**config.mk**
```make
export PLATFORM = sky130hd
export DESIGN_NAME = background_tile_fetch
export DESIGN_NICKNAME = d
export VERILOG_FILES = /design/src/rtl/background_tile_fetch.sv
export SDC_FILE = /design/constraint.sdc
export NUM_CORES = 1
export LEC_CHECK = 0
export CAP_MARGIN = 20
export CORE_MARGIN = 2
export CORE_UTILIZATION = 35
export DETAILED_ROUTE_END_ITERATION = 12
export PLACE_DENSITY_LB_ADDON = 0.3
export SLEW_MARGIN = 20
export SYNTH_ARGS = -nofsm -noshare
export SYNTH_HDL_FRONTEND = slang
export SYNTH_SLANG_ARGS = --single-unit
```
**constraint.sdc**
```tcl
create_clock -name clk -period 1.3 [get_ports clk]
set_input_delay 0.13 -clock clk [delete_from_list [all_inputs] [get_ports clk]]
set_output_delay 0.13 -clock clk [all_outputs]
set_load 0.005 [all_outputs]
```
**src/rtl/background_tile_fetch.sv**
```systemverilog
`timescale 1ns/1ps
`default_nettype none
// +--------------------------------------------------------------------------+
// | Module : background_tile_fetch                                           |
// | Resolves a background block address and pixel coordinate into a pixel   |
// | colour via the map RAM (tile index) and the tile sprite RAM (colour).    |
// | Fixed 4-edge latency, one pixel per clock, no stall.                     |
// | Optional feature macro: BG_TILE_REUSE_EN (skip map reads for repeated    |
// | block addresses within a run of active pixels).                          |
// | Revision : 1.0 - initial release                                         |
// +--------------------------------------------------------------------------+
module background_tile_fetch #(
  parameter int SIZE_X       = 10,
  parameter int SIZE_Y       = 10,
  parameter int SIZE_ADDRESS = 13,
  parameter int TILE_BITS    = 6,
  parameter int COLOR_BITS   = 9
) (
  input  logic                    clk,
  input  logic                    reset,
  input  logic                    i_video_on,
  input  logic [SIZE_X-1:0]       i_pixel_x,
  input  logic [SIZE_Y-1:0]       i_pixel_y,
  input  logic [SIZE_ADDRESS-1:0] i_addr_block,
  output logic                    o_map_rd_en,
  output logic [SIZE_ADDRESS-1:0] o_map_addr,
  input  logic [TILE_BITS-1:0]    i_map_data,
  output logic                    o_sprite_rd_en,
  output logic [TILE_BITS+5:0]    o_sprite_addr,
  input  logic [COLOR_BITS-1:0]   i_sprite_data,
  output logic [COLOR_BITS-1:0]   o_bg_color,
  output logic                    o_bg_valid
);

  // Stage registers
  logic                    r_map_rd_en;
  logic [SIZE_ADDRESS-1:0] r_map_addr;
  logic                    r_v1, r_v2, r_v3, r_v4;
  logic [5:0]              r_off1, r_off2;
  logic                    r_sprite_rd_en;
  logic [TILE_BITS+5:0]    r_sprite_addr;
  logic [COLOR_BITS-1:0]   r_bg_color;
  logic                    r_bg_valid;

  logic                    w_map_rd;
  logic [TILE_BITS-1:0]    w_tile;

  // Only the in-block offset bits of the coordinates are needed here.
  logic w_unused_coord_bits;
  assign w_unused_coord_bits = ^{i_pixel_x[SIZE_X-1:3], i_pixel_y[SIZE_Y-1:3]};

`ifdef BG_TILE_REUSE_EN
  logic [SIZE_ADDRESS-1:0] r_last_addr;
  logic                    r_last_ok;
  logic                    r_rd2;
  logic [TILE_BITS-1:0]    r_held_tile;

  // A repeated block address inside an unbroken active run reuses the held tile.
  assign w_map_rd = i_video_on & ~(r_last_ok & (i_addr_block == r_last_addr));
  assign w_tile   = r_rd2 ? i_map_data : r_held_tile;

  // Track the last requested block and the tile returned for the last real read.
  always_ff @(posedge clk or posedge reset) begin
    if (reset) begin
      r_last_addr <= '0;
      r_last_ok   <= 1'b0;
      r_rd2       <= 1'b0;
      r_held_tile <= '0;
    end else begin
      r_last_ok <= i_video_on;
      if (i_video_on) r_last_addr <= i_addr_block;
      r_rd2 <= r_map_rd_en;
      if (r_rd2) r_held_tile <= i_map_data;
    end
  end
`else
  assign w_map_rd = i_video_on;
  assign w_tile   = i_map_data;
`endif

  // Stage 1: launch the map read and capture the in-block pixel offset.
  always_ff @(posedge clk or posedge reset) begin
    if (reset) begin
      r_map_rd_en <= 1'b0;
      r_map_addr  <= '0;
      r_v1        <= 1'b0;
      r_off1      <= '0;
    end else begin
      r_map_rd_en <= w_map_rd;
      r_v1        <= i_video_on;
      r_off1      <= {i_pixel_y[2:0], i_pixel_x[2:0]};
      if (i_video_on) r_map_addr <= i_addr_block;
    end
  end

  // Stage 2: wait for the map RAM; carry offset and validity along.
  always_ff @(posedge clk or posedge reset) begin
    if (reset) begin
      r_v2   <= 1'b0;
      r_off2 <= '0;
    end else begin
      r_v2   <= r_v1;
      r_off2 <= r_off1;
    end
  end

  // Stage 3: form the sprite address {tile, oy, ox} and launch the sprite read.
  always_ff @(posedge clk or posedge reset) begin
    if (reset) begin
      r_sprite_rd_en <= 1'b0;
      r_sprite_addr  <= '0;
      r_v3           <= 1'b0;
    end else begin
      r_sprite_rd_en <= r_v2;
      r_v3           <= r_v2;
      if (r_v2) r_sprite_addr <= {w_tile, r_off2};
    end
  end

  // Stages 4 and 5: wait for the sprite RAM, then register the gated colour.
  always_ff @(posedge clk or posedge reset) begin
    if (reset) begin
      r_v4       <= 1'b0;
      r_bg_color <= '0;
      r_bg_valid <= 1'b0;
    end else begin
      r_v4       <= r_v3;
      r_bg_color <= r_v4 ? i_sprite_data : '0;
      r_bg_valid <= r_v4;
    end
  end

  assign o_map_rd_en    = r_map_rd_en;
  assign o_map_addr     = r_map_addr;
  assign o_sprite_rd_en = r_sprite_rd_en;
  assign o_sprite_addr  = r_sprite_addr;
  assign o_bg_color     = r_bg_color;
  assign o_bg_valid     = r_bg_valid;

endmodule
`default_nettype wire

```
==> impl_metrics.json, run 1 <==
{
  "outcome": "finished, final reports clean",
  "syn_to_final_growth_pct": 60.10,
  "rr_startpoint": "r_v2",
  "die_h_um": 73.24,
  "cts_hold_buffers": 0,
  "min_period_over_period": 0.9708,
  "wirelength_um": 3283,
  "critPathArrivalTime_ns": 1.13,
  "dp.cells": 218,
  "grt_use_total": 0.1305,
  "gp_congestion": 0.7059,
  "setup_ws_ns": 0.03791,
  "synth.net_count": 139,
  "clock-sinks": 51,
  "slowest_delay_ns": 0.50,
  "critPathTopFamily": "buffers and inverters",
  "crit_required_ns": 1.17,
  "worst-path-buf-inv": 1,
  "worstRegToRegCells": 2,
  "num_antenna_cells": 0,
  "finalCriticalPeriod_ns": 1.262,
  "cts.path.max_buffers": 2,
  "slew_headroom": 0.7783,
  "rsz0062_at_grt": "no",
  "synth.distinct_cells": 6,
  "finClkSkew_ns": 0.007112,
  "whs_ns": 0.2406,
  "multi_input_area_um2": 375.4,
  "nets": 228,
  "crit_fanout": 1,
  "die_area_mm2": 0.005363,
  "antenna_found_initial": 0,
  "finalSetupTns_ns": 0,
  "fmax_mhz": 792.3,
  "detail-route-antenna-nets": 0,
  "synth_area_mm2": 0.001678,
  "powerDensity_mw_per_mm2": 1295,
  "ys_ff_latch": 51,
  "vias": 1030,
  "root_buffer": "clkbuf_8",
  "final_cell_count_no_fill": 232,
  "dp_slack_ns": 0.01907,
  "drt_iter0_markers": 41,
  "cts_buffers": 5,
  "io_pins": 88,
  "hold_class": "input port to async pin",
  "final_hold_viol_count": 0,
  "worstSetupPathType": "flip-flop to output port",
  "io_buffers": 73,
  "grt_pass1_vias": 1121,
  "end_kind": "output port",
  "tightest_slew_ns": 0.3325,
  "cts_tree": "built",
  "cp_slowest_cell": "clkdlybuf4s50_1",
  "rows": 25,
  "cap_violations": 0,
  "cts-htree-levels": 2,
  "maxSlewViolCount": 0,
  "syn_area_per_cell_um2": 19.07,
  "drtPass1Iterations": 4,
  "r2r_end": "o_sprite_addr[11]",
  "setup_viol": 0,
  "path_depth": 1,
  "drive_above_1_share": 0.2472,
  "grt_pass1_wl_um": 5140,
  "post-dp-hpwl_um": 2359,
  "gr-total-overflow": 0,
  "regArea_mm2": 0.001276,
  "fillCellCount": 385,
  "startpoint_type": "flip-flop",
  "setup.worst_path.start": "o_bg_color[7]",
  "leakage_uw": 0.001306,
  "peakVddDrop_v": 0.0006142,
  "grt_max_degree": 28,
  "clkTransAtPathRegs_ns": 0.09,
  "syn_inst": 88,
  "clkLatencyLatePin_ns": 0.30,
  "drt-wirelength-per-cell_um": 14.15,
  "drc": 0,
  "path_cells": "clkdlybuf4s50_1",
  "die_x_um": 73.24,
  "regToRegSetupSlack_ns": 0.29,
  "ys_seq_area_frac": 0.7606,
  "core_area_mm2": 0.004661,
  "vias_per_cell": 4.440,
  "yosysWarnings": 0,
  "initial_utilization": 0.3600
}
==> routing by layer <==
metal	GRT usage	vias up	wire length, um
li1	-	469	-
met5	0	-	0
met1	0.1515	496	1322
met3	0.05939	5	330
met2	0.2142	60	1589
met4	0.04321	0	40
==> per-stage QoR <==
step	instance area, um^2	total power [uW]	utilization
4_1_cts	2661	3542	0.5710
6_report	2686	3478	0.5764
5_1_grt	2686	3658	0.5764
3_5_place_dp	2507	2297	0.5380
2_1_floorplan	1682	1943	-
3_3_place_gp	2507	2276	0.5380
==> layout by cell type, fill, tap and decap left out <==
| cell type | instances |
|---|---|
| dfrtp_1 | 51 |
| clkdlybuf4s50_1 | 44 |
| dlygate4sd2_1 | 19 |
| mux2_2 | 15 |
| mux2_4 | 10 |
| dlymetal6s2s_1 | 10 |
| buf_4 | 10 |
| and2_1 | 9 |
| clkbuf_8 | 5 |
| bufinv_16 | 2 |
| clkinvlp_4 | 1 |
| clkbuf_1 | 1 |
| buf_12 | 1 |
==> where the power goes <==
| group | total, uW | leakage (uW) | switching [uW] | internal [uW] |
|---|---|---|---|---|
| Clock | 1250 | 0.0000654 | 479 | 768 |
| Combinational | 474 | 0.000635 | 142 | 332 |
| Sequential | 1760 | 0.000606 | 53.6 | 1700 |
==> timing repair <==
item                                    CTS  global route
buffers inserted                          6             0
gates resized for setup                  19            10
pin swaps                                 0             0
endpoints found under the setup margin   20            10
endpoints found under the hold margin     0             0
==> cells by family after synthesis <==
logic type | after synthesis | share of synthesized area
simple gates | 9 | 0.03355
mux | 25 | 0.1902
buf+inv | 3 | 0.01566
flops | 51 | 0.7606
==> flip-flops by register name, summed over array words and instances, names as in the netlist <==
register and count:
o_bg_color 9, o_bg_valid 1, o_map_addr 13, o_sprite_addr 12
o_sprite_rd_en 1, r_off1 6, r_off2 6, r_v1 1
r_v2 1, r_v4 1
==> layout make-up <==
class	count	share of cell area
multi-input cells	34	0.1397
repair buffers	84	0.3079
flip-flops and latches	51	0.4751
well taps	54	0.02515
clock inverters	2	0.02236
inverters	1	0.002795
clock buffers	6	0.02701
==> cell usage after synthesis, drive strengths merged <==
library cell	n	area, um^2
inv	1	3.750
buf	2	22.52
mux2	25	319.0
and2	9	56.30
dfrtp	51	1276
==> how the worst max path moves through the flow <==
| stage | to | slack, ns |
|---|---|---|
| 6_report | o_bg_color[7] | 0.04 |
| 4_1_cts | o_sprite_addr[4] | 0.003 |
| 3_3_place_gp | o_map_addr[5] | 0.05 |
| 5_1_grt | o_bg_color[5] | 0.0006 |
| 3_5_place_dp | o_map_addr[4] | 0.02 |
| 2_1_floorplan | o_sprite_addr[11] | 0.33 |
No activity file was read; power rests on OpenSTA's default activity.
==> run 2, diff against run 1 <==
--- a/config.mk
+++ b/config.mk
@@ -6,7 +6,7 @@
 export NUM_CORES = 1
 export LEC_CHECK = 0
 export CAP_MARGIN = 20
-export CORE_MARGIN = 2
+export CORE_ASPECT_RATIO = 0.7
 export CORE_UTILIZATION = 35
 export DETAILED_ROUTE_END_ITERATION = 12
 export PLACE_DENSITY_LB_ADDON = 0.3
==> impl_metrics.json, run 2 (same netlist as run 1, synthesis figures left out) <==
{
  "finalPower_uw": 3078,
  "outcome": "finished, violations left",
  "slowest_delay_ns": 0.49,
  "detail-route-antenna-nets": 0,
  "tightest_slew_ns": 0.3541,
  "num_antenna_cells": 0,
  "cts_tree": "built",
  "cts_buffers": 5,
  "finalCriticalPeriod_ns": 1.250,
  "hold_class": "input port to async pin",
  "cp_slowest_cell": "clkdlybuf4s50_1",
  "cap_violations": 0,
  "critPathArrivalTime_ns": 1.12,
  "wirelength_um": 3125,
  "clkLatencyLatePin_ns": 0.29,
  "clock-sinks": 51,
  "core_area_mm2": 0.004479,
  "die_h_um": 59.93,
  "cts-htree-levels": 2,
  "io_pins": 88,
  "antenna_found_initial": 0,
  "crit_required_ns": 1.17,
  "maxSlewViolCount": 0,
  "layout_common_cells": "51 x dfrtp_1, 42 x clkdlybuf4s50_1, 17 x dlymetal6s2s_1, 15 x mux2_2, 14 x dlygate4sd2_1",
  "gr-total-overflow": 0,
  "syn_to_final_growth_pct": 57.87,
  "startpoint_type": "flip-flop",
  "grt_pass1_vias": 1048,
  "violations": "DRC",
  "fin_area_mm2": 0.002649,
  "min_period_over_period": 0.9619,
  "path_cells": "clkdlybuf4s50_1",
  "cts_hold_buffers": 0,
  "finClkSkew_ns": 0.003883,
  "vias": 993,
  "final_cell_count_no_fill": 231,
  "slew_headroom": 0.7639,
  "peakVddDrop_v": 0.0005421,
  "post_dp_cell_area_mm2": 0.002509,
  "grt_pass1_wl_um": 4995,
  "vias_per_cell": 4.299,
  "fmax_mhz": 799.7,
  "crit_fanout": 1,
  "critPathTopFamily": "buffers and inverters",
  "worst-path-buf-inv": 1,
  "drive_above_1_share": 0.2386,
  "finalSetupTns_ns": 0,
  "setup_viol": 0,
  "drt_iter0_markers": 23,
  "drtPass1Iterations": 7,
  "mostFrequentLayoutCell": "dfrtp_1",
  "io_buffers": 73,
  "die_area_mm2": 0.005079,
  "rsz0062_at_grt": "no",
  "root_buffer": "clkbuf_8",
  "die_x_um": 84.76,
  "worstSetupPathType": "flip-flop to output port",
  "final_hold_viol_count": 0,
  "drc": 5,
  "final_core_util": 0.5913,
  "initial_utilization": 0.3746,
  "nets": 226,
  "grt_max_degree": 30,
  "end_kind": "output port",
  "rows": 20,
  "largest_reg_flops": 13,
  "dp.cells": 219,
  "powerDensity_mw_per_mm2": 1162,
  "leakage_uw": 0.001340,
  "drt-wirelength-per-cell_um": 13.53,
  "gp_congestion": 0.6867,
  "grt_use_total": 0.1351,
  "clkTransAtPathRegs_ns": 0.09,
  "post-dp-hpwl_um": 2276,
  "cts.path.max_buffers": 2
}
[run 2: cell types whose count changed in the layout (fill, tap and decap cells not counted), moves of 2 or more]
cell,before,now
bufinv_16,2,0
clkdlybuf4s50_1,44,42
dlygate4sd2_1,19,14
dlymetal6s2s_1,10,17
buf_4,10,8
[run 2: layout make-up]
| class | count | area [um^2] |
|---|---|---|
| clock buffers | 6 | 72.57 |
| clock inverters | 2 | 12.51 |
| fillers | 335 | 1831 |
| inverters | 1 | 7.507 |
| multi-input cells | 34 | 375.4 |
| flip-flops and latches | 51 | 1276 |
| well taps | 55 | 68.82 |
| repair buffers | 82 | 835.8 |
[run 2: metrics by stage]
step           hold slack [ns]  setup WS [ns]
4_1_cts                 0.2401      0.0009304
3_3_place_gp            0.3318        0.04215
5_1_grt                 0.2548       0.004500
2_1_floorplan           0.1614         0.3300
3_5_place_dp            0.3355        0.01760
6_report                0.2312        0.04957
[run 2: power breakdown]
group	total [uW]	switching (uW)	internal [uW]
sequential	1760	53.2	1700
combinational	471	141	331
clock	850	474	376
total	3080	668	2410
[run 2: tightest hold or removal path: stages]
cell and delay, ns:
clkdlybuf4s50_1 0.44, clkinvlp_4 0.08, buf_4 0.27
[run 2: repair_timing]
item / 4_1_cts / 5_1_grt
endpoints found under the setup margin: 14 / 17
cloned: 0 / 0
gates resized for setup: 14 / 17
setup buffers: 2 / 2
[run 2: per-layer routing]
| layer | routed length (um) | global-route usage |
|---|---|---|
| met1 | 1378 | 0.1671 |
| met2 | 1420 | 0.2079 |
| met3 | 304 | 0.06215 |
| met4 | 21 | 0.05811 |
| met5 | 0 | 0 |
[run 2: worst paths after layout]
path / slack, ns / startpoint / to / depth (start not counted)
max: 0.05 / o_bg_valid / o_bg_valid / 1
min: 0.23 / reset / o_bg_color[5] / 3
max reg2reg: 0.30 / r_v2 / o_sprite_addr[1] / 2
min reg2reg: 0.35 / r_off1[3] / r_off2[3] / 0
max in group asynchronous: 0.77 / reset / o_map_addr[1] / 3
min in group clk: 0.27 / i_pixel_x[0] / r_off1[0] / 1
==> run 3, diff against run 2 <==
--- a/config.mk
+++ b/config.mk
@@ -7,7 +7,8 @@
 export LEC_CHECK = 0
 export CAP_MARGIN = 20
 export CORE_ASPECT_RATIO = 0.7
-export CORE_UTILIZATION = 35
+export CORE_UTILIZATION = 36
+export CTS_BUF_LIST = sky130_fd_sc_hd__clkbuf_4 sky130_fd_sc_hd__clkbuf_8
 export DETAILED_ROUTE_END_ITERATION = 12
 export PLACE_DENSITY_LB_ADDON = 0.3
 export SLEW_MARGIN = 20
==> impl_metrics.json, run 3 (same netlist as run 1, synthesis figures left out) <==
{
  "cp_slowest_cell": "clkdlybuf4s50_1",
  "cts_tree": "built",
  "crit_required_ns": 1.17,
  "gr-total-overflow": 0,
  "slew_headroom": 0.7828,
  "drt_iter0_markers": 40,
  "regArea_mm2": 0.001276,
  "seqPwrFrac": 0.551,
  "setup.worst_path.start": "o_sprite_addr[5]",
  "whs_ns": 0.2757,
  "maxSlewViolCount": 0,
  "clkLatencyLatePin_ns": 0.29,
  "finalCriticalPeriod_ns": 1.258,
  "antenna_found_initial": 0,
  "dp.cells": 218,
  "setup_ws_ns": 0.04155,
  "io_pins": 88,
  "p_switching_uw": 640.0,
  "pwr-share-comb": 0.149,
  "rows": 20,
  "initial_utilization": 0.3810,
  "num_antenna_cells": 0,
  "detail-route-antenna-nets": 0,
  "io_buffers": 73,
  "finClkSkew_ns": 0.004066,
  "slowest_delay_ns": 0.50,
  "crit_fanout": 2,
  "drtPass1Iterations": 2,
  "clkTransAtPathRegs_ns": 0.08,
  "min_period_over_period": 0.9680,
  "outcome": "finished, final reports clean",
  "die_h_um": 59.12,
  "die_area_mm2": 0.004942,
  "wirelength_um": 3069,
  "cts.path.max_buffers": 2,
  "clkPwrFrac": 0.299,
  "grt_pass1_vias": 1113,
  "rr_startpoint": "r_v2",
  "multi_input_area_um2": 375.4,
  "grt_max_degree": 28,
  "leakage_uw": 0.001270,
  "post-dp-hpwl_um": 2284,
  "startpoint_type": "flip-flop",
  "die_x_um": 83.60,
  "drc": 0,
  "syn_to_final_growth_pct": 57.87,
  "final_hold_viol_count": 0,
  "worst-path-buf-inv": 1,
  "critPathArrivalTime_ns": 1.13,
  "path_cells": "clkdlybuf4s50_1",
  "clock-sinks": 51,
  "nets": 225,
  "cts-htree-levels": 2,
  "p_int_uw": 2549,
  "grt_use_total": 0.1378,
  "fillCellCount": 333,
  "end_kind": "output port",
  "powerDensity_mw_per_mm2": 1204,
  "root_buffer": "clkbuf_8",
  "core_area_mm2": 0.004404,
  "final_cell_count_no_fill": 230,
  "fmax_mhz": 794.6,
  "vias_per_cell": 4.317,
  "drt-wirelength-per-cell_um": 13.34,
  "worstSetupPathType": "flip-flop to output port",
  "layout_common_cells": "51 x clkdlybuf4s50_1, 51 x dfrtp_1, 15 x mux2_2, 11 x dlygate4sd2_1, 11 x dlymetal6s2s_1",
  "post_dp_cell_area_mm2": 0.002501,
  "critPathTopFamily": "buffers and inverters",
  "hold_class": "input port to async pin",
  "gp_congestion": 0.7002,
  "grt_pass1_wl_um": 5099,
  "peakVddDrop_v": 0.0005847,
  "cap_violations": 0,
  "vias": 993,
  "setup_viol": 0,
  "dp_slack_ns": 0.01986,
  "drive_above_1_share": 0.2400,
  "p_sw_frac": 0.2007,
  "largest_reg_flops": 13,
  "cts_hold_buffers": 0,
  "tightest_slew_ns": 0.3258,
  "cts_buffers": 5,
  "fin_area_mm2": 0.002649
}
## run 3: changes by cell type in the layout (fill, tap and decap cells not counted), sizes merged
cell,delta
dlymetal6s2s,-6
dlygate4sd2,-3
clkdlybuf4s50,+9
clkbuf,+2
buf,-1
clkinvlp,-1
clkinv,-1
## run 3: per-stage QoR
| stage | util | total power (uW) | TNS, ns |
|---|---|---|---|
| after floorplan | - | 1943 | 0 |
| after global placement | 0.5679 | 2274 | 0 |
| after detailed placement | 0.5679 | 2293 | 0 |
| after CTS | 0.5918 | 3255 | 0 |
| after global routing | 0.6014 | 3371 | -0.0004766 |
| final | 0.6014 | 3189 | 0 |
## run 3: path summary, 6_finish.rpt
check,cells past startpoint,end,slack (ns)
min reg2reg,0,r_off2[1],0.35
max,1,o_sprite_addr[5],0.04
min,3,o_map_addr[7],0.28
min in group clk,1,r_off1[0],0.28
max reg2reg,2,o_sprite_addr[5],0.29
max in group asynchronous,3,o_bg_color[0],0.76
## run 3: power by group through the flow
stage	Sequential [uW]	Clock (uW)	Combinational, uW
after floorplan	1790	0	149
after global placement	1790	0	488
after detailed placement	1790	0	500
after CTS	1760	1000	488
after global routing	1770	1080	517
final	1760	955	476
## run 3: layer usage
metal	GRT usage	vias to the layer above	share of wire	routed length, um
met4	0.04358	0	0	0
met1	0.1719	482	0.43	1320
met3	0.05850	0	0.096	295
met2	0.2218	48	0.47	1453
met5	0	-	0	0
li1	-	463	-	-
## run 3: worst register-to-register path: cells and delay by family, from the launching register on
kind | cells | cell delay (ns)
flops | 1 | 0.33
buf+inv | 1 | 0.21
mux | 1 | 0.36
## run 3: cell type report
type | instances | area share
inverters | 1 | 0.002834
clock buffers | 8 | 0.03921
repair buffers | 81 | 0.3085
multi-input cells | 34 | 0.1417
well taps | 55 | 0.02598
flip-flops and latches | 51 | 0.4818
## run 3: timing repair
item	4_1_cts	5_1_grt
endpoints found under the hold margin	0	0
setup buffers	2	2
setup endpoints to repair	12	12
resized for setup	11	11
